[config.mk]
export PLATFORM = sky130hd
export DESIGN_NAME = logic_engine_arb_flat
export DESIGN_NICKNAME = d
export VERILOG_FILES = /design/src/rtl/logic_engine_arb_if.sv /design/src/rtl/logic_engine_arb.sv /design/src/flat_wrapper.sv
export SDC_FILE = /design/constraint.sdc
export NUM_CORES = 1
export LEC_CHECK = 0
export CAP_MARGIN = 20
export CORE_MARGIN = 2
export CORE_UTILIZATION = 46
export DETAILED_ROUTE_END_ITERATION = 8
export PLACE_DENSITY_LB_ADDON = 0.2
export SYNTH_ARGS = -nofsm -noshare
export SYNTH_HDL_FRONTEND = slang
export SYNTH_SLANG_ARGS = --single-unit
[constraint.sdc]
create_clock -name clk -period 5.44 [get_ports clk]
set_input_delay 1.632 -clock clk [delete_from_list [all_inputs] [get_ports clk]]
set_output_delay 1.632 -clock clk [all_outputs]
set_load 0.03 [all_outputs]
[src/rtl/logic_engine_arb_if.sv]
// Handshake bundle between the requester clients, the logic-engine arbiter and the response consumer.
// The slave modport is the arbiter's view; the master modport is the client/consumer view.
interface logic_engine_arb_if #(
    parameter int NREQ  = 4,
    parameter int WIDTH = 8
);
    localparam int IDW = $clog2(NREQ);

    logic [NREQ-1:0]       req_valid;
    logic [NREQ*WIDTH-1:0] req_a;
    logic [NREQ*WIDTH-1:0] req_b;
    logic [NREQ*2-1:0]     req_op;
    logic [NREQ-1:0]       req_ready;
    logic                  rsp_valid;
    logic [WIDTH-1:0]      rsp_result;
    logic [IDW-1:0]        rsp_id;
    logic                  rsp_ready;
    logic                  busy;

    modport master (
        output req_valid, req_a, req_b, req_op, rsp_ready,
        input  req_ready, rsp_valid, rsp_result, rsp_id, busy
    );

    modport slave (
        input  req_valid, req_a, req_b, req_op, rsp_ready,
        output req_ready, rsp_valid, rsp_result, rsp_id, busy
    );
endinterface

[src/rtl/logic_engine_arb.sv]
// Round-robin arbiter that serialises NREQ requesters onto one bitwise logic engine
// (OR / NAND / NOR / AND) and returns id-tagged results over a back-pressurable port.
module logic_engine_arb #(
    parameter int NREQ  = 4,
    parameter int WIDTH = 8
) (
    input  logic               clk,
    input  logic               rst_n,
    logic_engine_arb_if.slave  bus
);
    localparam int IDW = $clog2(NREQ);

    typedef enum logic [1:0] {
        ST_IDLE = 2'd0,
        ST_EXEC = 2'd1,
        ST_RESP = 2'd2
    } state_t;

    state_t           r_state;
    logic [IDW-1:0]   r_ptr;
    logic [WIDTH-1:0] r_a;
    logic [WIDTH-1:0] r_b;
    logic [1:0]       r_op;
    logic [IDW-1:0]   r_id;
    logic             r_rsp_valid;
    logic [WIDTH-1:0] r_rsp_result;
    logic [IDW-1:0]   r_rsp_id;
    logic             r_busy;

    logic             w_found;
    logic [IDW-1:0]   w_winner;
    logic [NREQ-1:0]  w_grant;
    logic [IDW-1:0]   w_ptr_next;

    function automatic logic [WIDTH-1:0] f_engine(
        input logic [WIDTH-1:0] a,
        input logic [WIDTH-1:0] b,
        input logic [1:0]       op
    );
        logic [WIDTH-1:0] res;
        case (op)
            2'b00:   res = a | b;
            2'b01:   res = ~(a & b);
            2'b10:   res = ~(a | b);
            2'b11:   res = a & b;
            default: res = '0;
        endcase
        return res;
    endfunction

    // Walks from the farthest slot back to ptr so the nearest valid requester overwrites the pick.
    function automatic logic [IDW:0] f_pick(
        input logic [NREQ-1:0] valid,
        input logic [IDW-1:0]  ptr
    );
        logic [IDW:0] pick;
        int           sum;
        int           idx;
        pick = '0;
        for (int k = NREQ - 1; k >= 0; k--) begin
            sum = int'(ptr) + k;
            idx = (sum >= NREQ) ? (sum - NREQ) : sum;
            if (valid[idx]) begin
                pick = {1'b1, IDW'(idx)};
            end else begin
                pick = pick;
            end
        end
        return pick;
    endfunction

    // Winner selection and one-hot grant; grants only in IDLE and never while reset is held.
    always_comb begin
        {w_found, w_winner} = f_pick(bus.req_valid, r_ptr);
        w_grant = '0;
        if (rst_n && (r_state == ST_IDLE) && w_found) begin
            w_grant = {{(NREQ-1){1'b0}}, 1'b1} << w_winner;
        end else begin
            w_grant = '0;
        end
        if (w_winner == IDW'(NREQ - 1)) begin
            w_ptr_next = '0;
        end else begin
            w_ptr_next = w_winner + IDW'(1);
        end
    end

    // Sequencer: capture on grant, evaluate, then hold the response until it is taken.
    always_ff @(posedge clk or negedge rst_n) begin
        if (!rst_n) begin
            r_state      <= ST_IDLE;
            r_ptr        <= '0;
            r_a          <= '0;
            r_b          <= '0;
            r_op         <= 2'b00;
            r_id         <= '0;
            r_rsp_valid  <= 1'b0;
            r_rsp_result <= '0;
            r_rsp_id     <= '0;
            r_busy       <= 1'b0;
        end else begin
            case (r_state)
                ST_IDLE: begin
                    if (w_found) begin
                        r_a     <= bus.req_a[w_winner*WIDTH +: WIDTH];
                        r_b     <= bus.req_b[w_winner*WIDTH +: WIDTH];
                        r_op    <= bus.req_op[w_winner*2 +: 2];
                        r_id    <= w_winner;
                        r_ptr   <= w_ptr_next;
                        r_busy  <= 1'b1;
                        r_state <= ST_EXEC;
                    end else begin
                        r_state <= ST_IDLE;
                    end
                end
                ST_EXEC: begin
                    r_rsp_result <= f_engine(r_a, r_b, r_op);
                    r_rsp_id     <= r_id;
                    r_rsp_valid  <= 1'b1;
                    r_state      <= ST_RESP;
                end
                ST_RESP: begin
                    if (bus.rsp_ready) begin
                        r_rsp_valid <= 1'b0;
                        r_busy      <= 1'b0;
                        r_state     <= ST_IDLE;
                    end else begin
                        r_state     <= ST_RESP;
                    end
                end
                default: begin
                    r_rsp_valid <= 1'b0;
                    r_busy      <= 1'b0;
                    r_state     <= ST_IDLE;
                end
            endcase
        end
    end

    assign bus.req_ready  = w_grant;
    assign bus.rsp_valid  = r_rsp_valid;
    assign bus.rsp_result = r_rsp_result;
    assign bus.rsp_id     = r_rsp_id;
    assign bus.busy       = r_busy;
endmodule
[src/flat_wrapper.sv]
// flat-port wrapper written by rule: the top's interface ports become plain ports
module logic_engine_arb_flat 
#(
    parameter int NREQ  = 4,
    parameter int WIDTH = 8
)
  (clk, rst_n, bus_req_valid, bus_req_a, bus_req_b, bus_req_op, bus_rsp_ready, bus_req_ready, bus_rsp_valid, bus_rsp_result, bus_rsp_id, bus_busy);
  logic_engine_arb_if #(.NREQ(NREQ), .WIDTH(WIDTH)) bus_i ();
  input  logic clk;
  input  logic rst_n;
  input wire logic [$bits(bus_i.req_valid)-1:0] bus_req_valid;
  input wire logic [$bits(bus_i.req_a)-1:0] bus_req_a;
  input wire logic [$bits(bus_i.req_b)-1:0] bus_req_b;
  input wire logic [$bits(bus_i.req_op)-1:0] bus_req_op;
  input wire logic [$bits(bus_i.rsp_ready)-1:0] bus_rsp_ready;
  output wire logic [$bits(bus_i.req_ready)-1:0] bus_req_ready;
  output wire logic [$bits(bus_i.rsp_valid)-1:0] bus_rsp_valid;
  output wire logic [$bits(bus_i.rsp_result)-1:0] bus_rsp_result;
  output wire logic [$bits(bus_i.rsp_id)-1:0] bus_rsp_id;
  output wire logic [$bits(bus_i.busy)-1:0] bus_busy;
  assign bus_i.req_valid = bus_req_valid;
  assign bus_i.req_a = bus_req_a;
  assign bus_i.req_b = bus_req_b;
  assign bus_i.req_op = bus_req_op;
  assign bus_i.rsp_ready = bus_rsp_ready;
  assign bus_req_ready = bus_i.req_ready;
  assign bus_rsp_valid = bus_i.rsp_valid;
  assign bus_rsp_result = bus_i.rsp_result;
  assign bus_rsp_id = bus_i.rsp_id;
  assign bus_busy = bus_i.busy;
  logic_engine_arb #(.NREQ(NREQ), .WIDTH(WIDTH)) u_core (.clk(clk), .rst_n(rst_n), .bus(bus_i));
endmodule
==> metrics.txt <==
post-synthesis mux area share 9.71%; row cnt 25; setup tns final 0 ns; syn nets 317; synthesized area per cell 9.41 um2; GRT overflow 0; via count 2137; Max-Cap Viols 0; nature of the critical path endpoint primary output; share of the yosys chip area belonging to registers 40.4%; multi-input logic area 1230 um2; CP Max Fanout 11; Num CTS Buffers 5; Fill cells 389; TritonCTS clock tree built; final setup violation count 0; largest area contributor in the netlist dfrtp_1; Synth area leaders dfrtp_1 40%, a211oi_1 10%, mux2i_1 7.2%; DRT iter0 DRCs 113; Startpoint Class input pin; CP Class in2out; Design Power 1.58 mW; Cells after Synth 237; Post-Synth Simple-Gate Area 22.6%; antenna violations before repair 0; DIE AREA 5420 um2; Post-DP HPWL 4.43 mm; hold buffer count at cts 0; clk root buf clkbuf_8; yosys warns 0; main combinational cell family by area after synthesis simple AND/OR/NAND/NOR gates; status complete, no violations; fin crit period 5.04 ns; clk sinks 36; Placer Congestion 0.787; Min-Delay Startpoint u_core.bus.rsp_result[6]$_DFFE_PN0P_; wire per inst 14.8 um; vias in the first global route 2019; HP Class reg2reg; FF-to-FF End u_core.r_b[2]$_DFFE_PN0P_; port bufs 94; Starting Density 47.5%; worst vdd rail ir drop 229 uV; n_diodes 0; Post-synth ARST share 100%; flop and latch count out of synthesis 36; Adder-Cell Fraction of Synth Area 0.561%; Worst-path clk slew 0.07 ns; CP arrival 3.40 ns; worst clock skew 0.00570 ns; Max Root-Sink Buffers 2; Compound-Gate Fraction of Synth Area 19.0%; Yosys cell types 35; Core Region 4690 um2; commonest non-fill, non-tap cells in the layout 89 x clkdlybuf4s50_1, 36 x dfrtp_1, 30 x a211oi_1, 28 x nor2_1, 16 x mux2i_1; area delta synth->final 46.4%; R2R setup slack 3.26 ns; cells on worst reg2reg path 7; RSZ-0062 raised after global routing false; post_cts resized 0; Max H-tree Level 2; Final ANT Viol Nets 0; leakage power 1.34 nW; P per Cell Area 483 nW/um2; CP startpoint bus_req_valid[2]; Post CTS Setup Buffer Count 0; FF+latch area 901 um2; fin. max-slew vios 0; Top FF cell, synth dfrtp_1; actual slew at the worst max-slew pin 0.722 ns; relative slew slack 51.9%; die width 73.6 um; Detailed Route WL 5.65 mm; Die Ht 73.6 um; reg-to-reg startpoint u_core.r_ptr[1]$_DFFE_PN0P_; Pre-Repair DR Iteration Count 4; final hold violations 0; first-pass GRT wire length 9.45 mm; Syn Std Cell Area 2230 um2; share of post-route cells with drive strength above 1 8.87%; Final Net Count 406; Hold EP u_core.bus.rsp_result[6]$_DFFE_PN0P_; clock latency on the worst-skew pair 0.28 ns; largest net degree at the start of global routing 34; most common cell after layout, fill and taps aside clkdlybuf4s50_1; Fmax achieved 0.199 GHz; area share of the largest cell type after synthesis 40.4%; placed standard-cell area 3180 um2; DR vias/cell 5.61; Remaining DRCs 0; number of synthesized flops with an enable pin 0; IO Pins 95; final instance area 3260 um2; final worst-path cycle share 92.6%; Hold Path Stages 2; total track usage 22.5%; Worst EP required 3.81 ns; XOR/XNOR Fraction of Synth Area 3.14%
[state kept, by name, indices dropped and copies added, names as in the netlist]
name and flops:
u_core.r_state 2, u_core.bus.rsp_result 8, u_core.r_op 2, u_core.r_ptr 2, u_core.bus.rsp_id 2, u_core.bus.rsp_valid 1
u_core.r_b 8, u_core.bus.busy 1, u_core.r_id 2, u_core.r_a 8
[report_power, final]
part / internal, mW / total, mW / switching [mW]
Combinational: 0.406 / 0.871 / 0.466
Sequential: 0.404 / 0.522 / 0.117
Clock: 0.0891 / 0.184 / 0.0946
[cells by family after synthesis]
family                   Yosys count
AND/OR/NAND/NOR                   90
AO/OA/AOI/OAI                     60
flip-flops                        36
buffers and inverters             21
multiplexers                      21
XOR/XNOR                           8
adder cells (fa/ha/maj)            1
[stage by stage]
| stage | setup WS (ns) | hold WS (ns) | cells | utilization (%) |
|---|---|---|---|---|
| 2_1_floorplan | 0.361 | 0.446 | 237 | - |
| 3_3_place_gp | 0.505 | 0.461 | 373 | 67.7 |
| 3_5_place_dp | 0.410 | 0.468 | 373 | 67.7 |
| 4_1_cts | 0.407 | 0.485 | 381 | 69.5 |
| 5_1_grt | 0.256 | 0.500 | 381 | 69.5 |
| 6_report | 0.405 | 0.482 | 381 | 69.5 |
[final cells by class]
type	instances	area share, %
Inverter	4	0.537
Tap cell	54	2.07
Timing Repair Buffer	99	29.5
Clock inverter	3	0.575
Clock buffer	5	2.11
Multi-Input combinational cell	180	37.6
Sequential cell	36	27.6
[cell usage after synthesis (2+ instances only)]
library cell / number
nor3_1: 10
dfrtp_1: 36
o31ai_1: 3
nor4_1: 2
nand4_1: 3
and4_1: 15
a21oi_1: 6
buf_4: 2
buf_2: 5
inv_1: 2
nand2_1: 14
clkbuf_1: 9
nand2b_1: 3
a221o_1: 3
a211oi_1: 30
mux2_2: 5
a21o_1: 2
o21ai_0: 11
xnor2_1: 8
nor2_1: 28
mux2i_1: 16
or2_1: 2
and3_1: 9
nor3_4: 2
[worst max-delay path, stage by stage]
cell,delay (ns)
clkdlybuf4s50_1,0.56
nand2b_1,0.10
a21oi_1,0.42
nor3_4,0.09
inv_4,0.14
ha_1,0.15
and3_1,0.15
buf_4,0.15
[per-layer routing]
metal	GRT usage, %	vias up	share of wire [%]
li1	-	1071	-
met1	31.7	973	46
met2	35.2	86	47
met3	5.35	7	5.9
met4	5.25	0	1.0
met5	0	-	0
[worst max path at each step]
| stage | end | slack [ns] | depth (start not counted) |
|---|---|---|---|
| 2_1_floorplan | bus_req_ready[3] | 0.36 | 7 |
| 3_3_place_gp | bus_req_ready[2] | 0.51 | 7 |
| 3_5_place_dp | bus_req_ready[2] | 0.41 | 8 |
| 4_1_cts | bus_req_ready[2] | 0.41 | 8 |
| 5_1_grt | bus_req_ready[2] | 0.26 | 8 |
| 6_report | bus_req_ready[2] | 0.40 | 8 |
No activity file was read; power rests on OpenSTA's default activity.
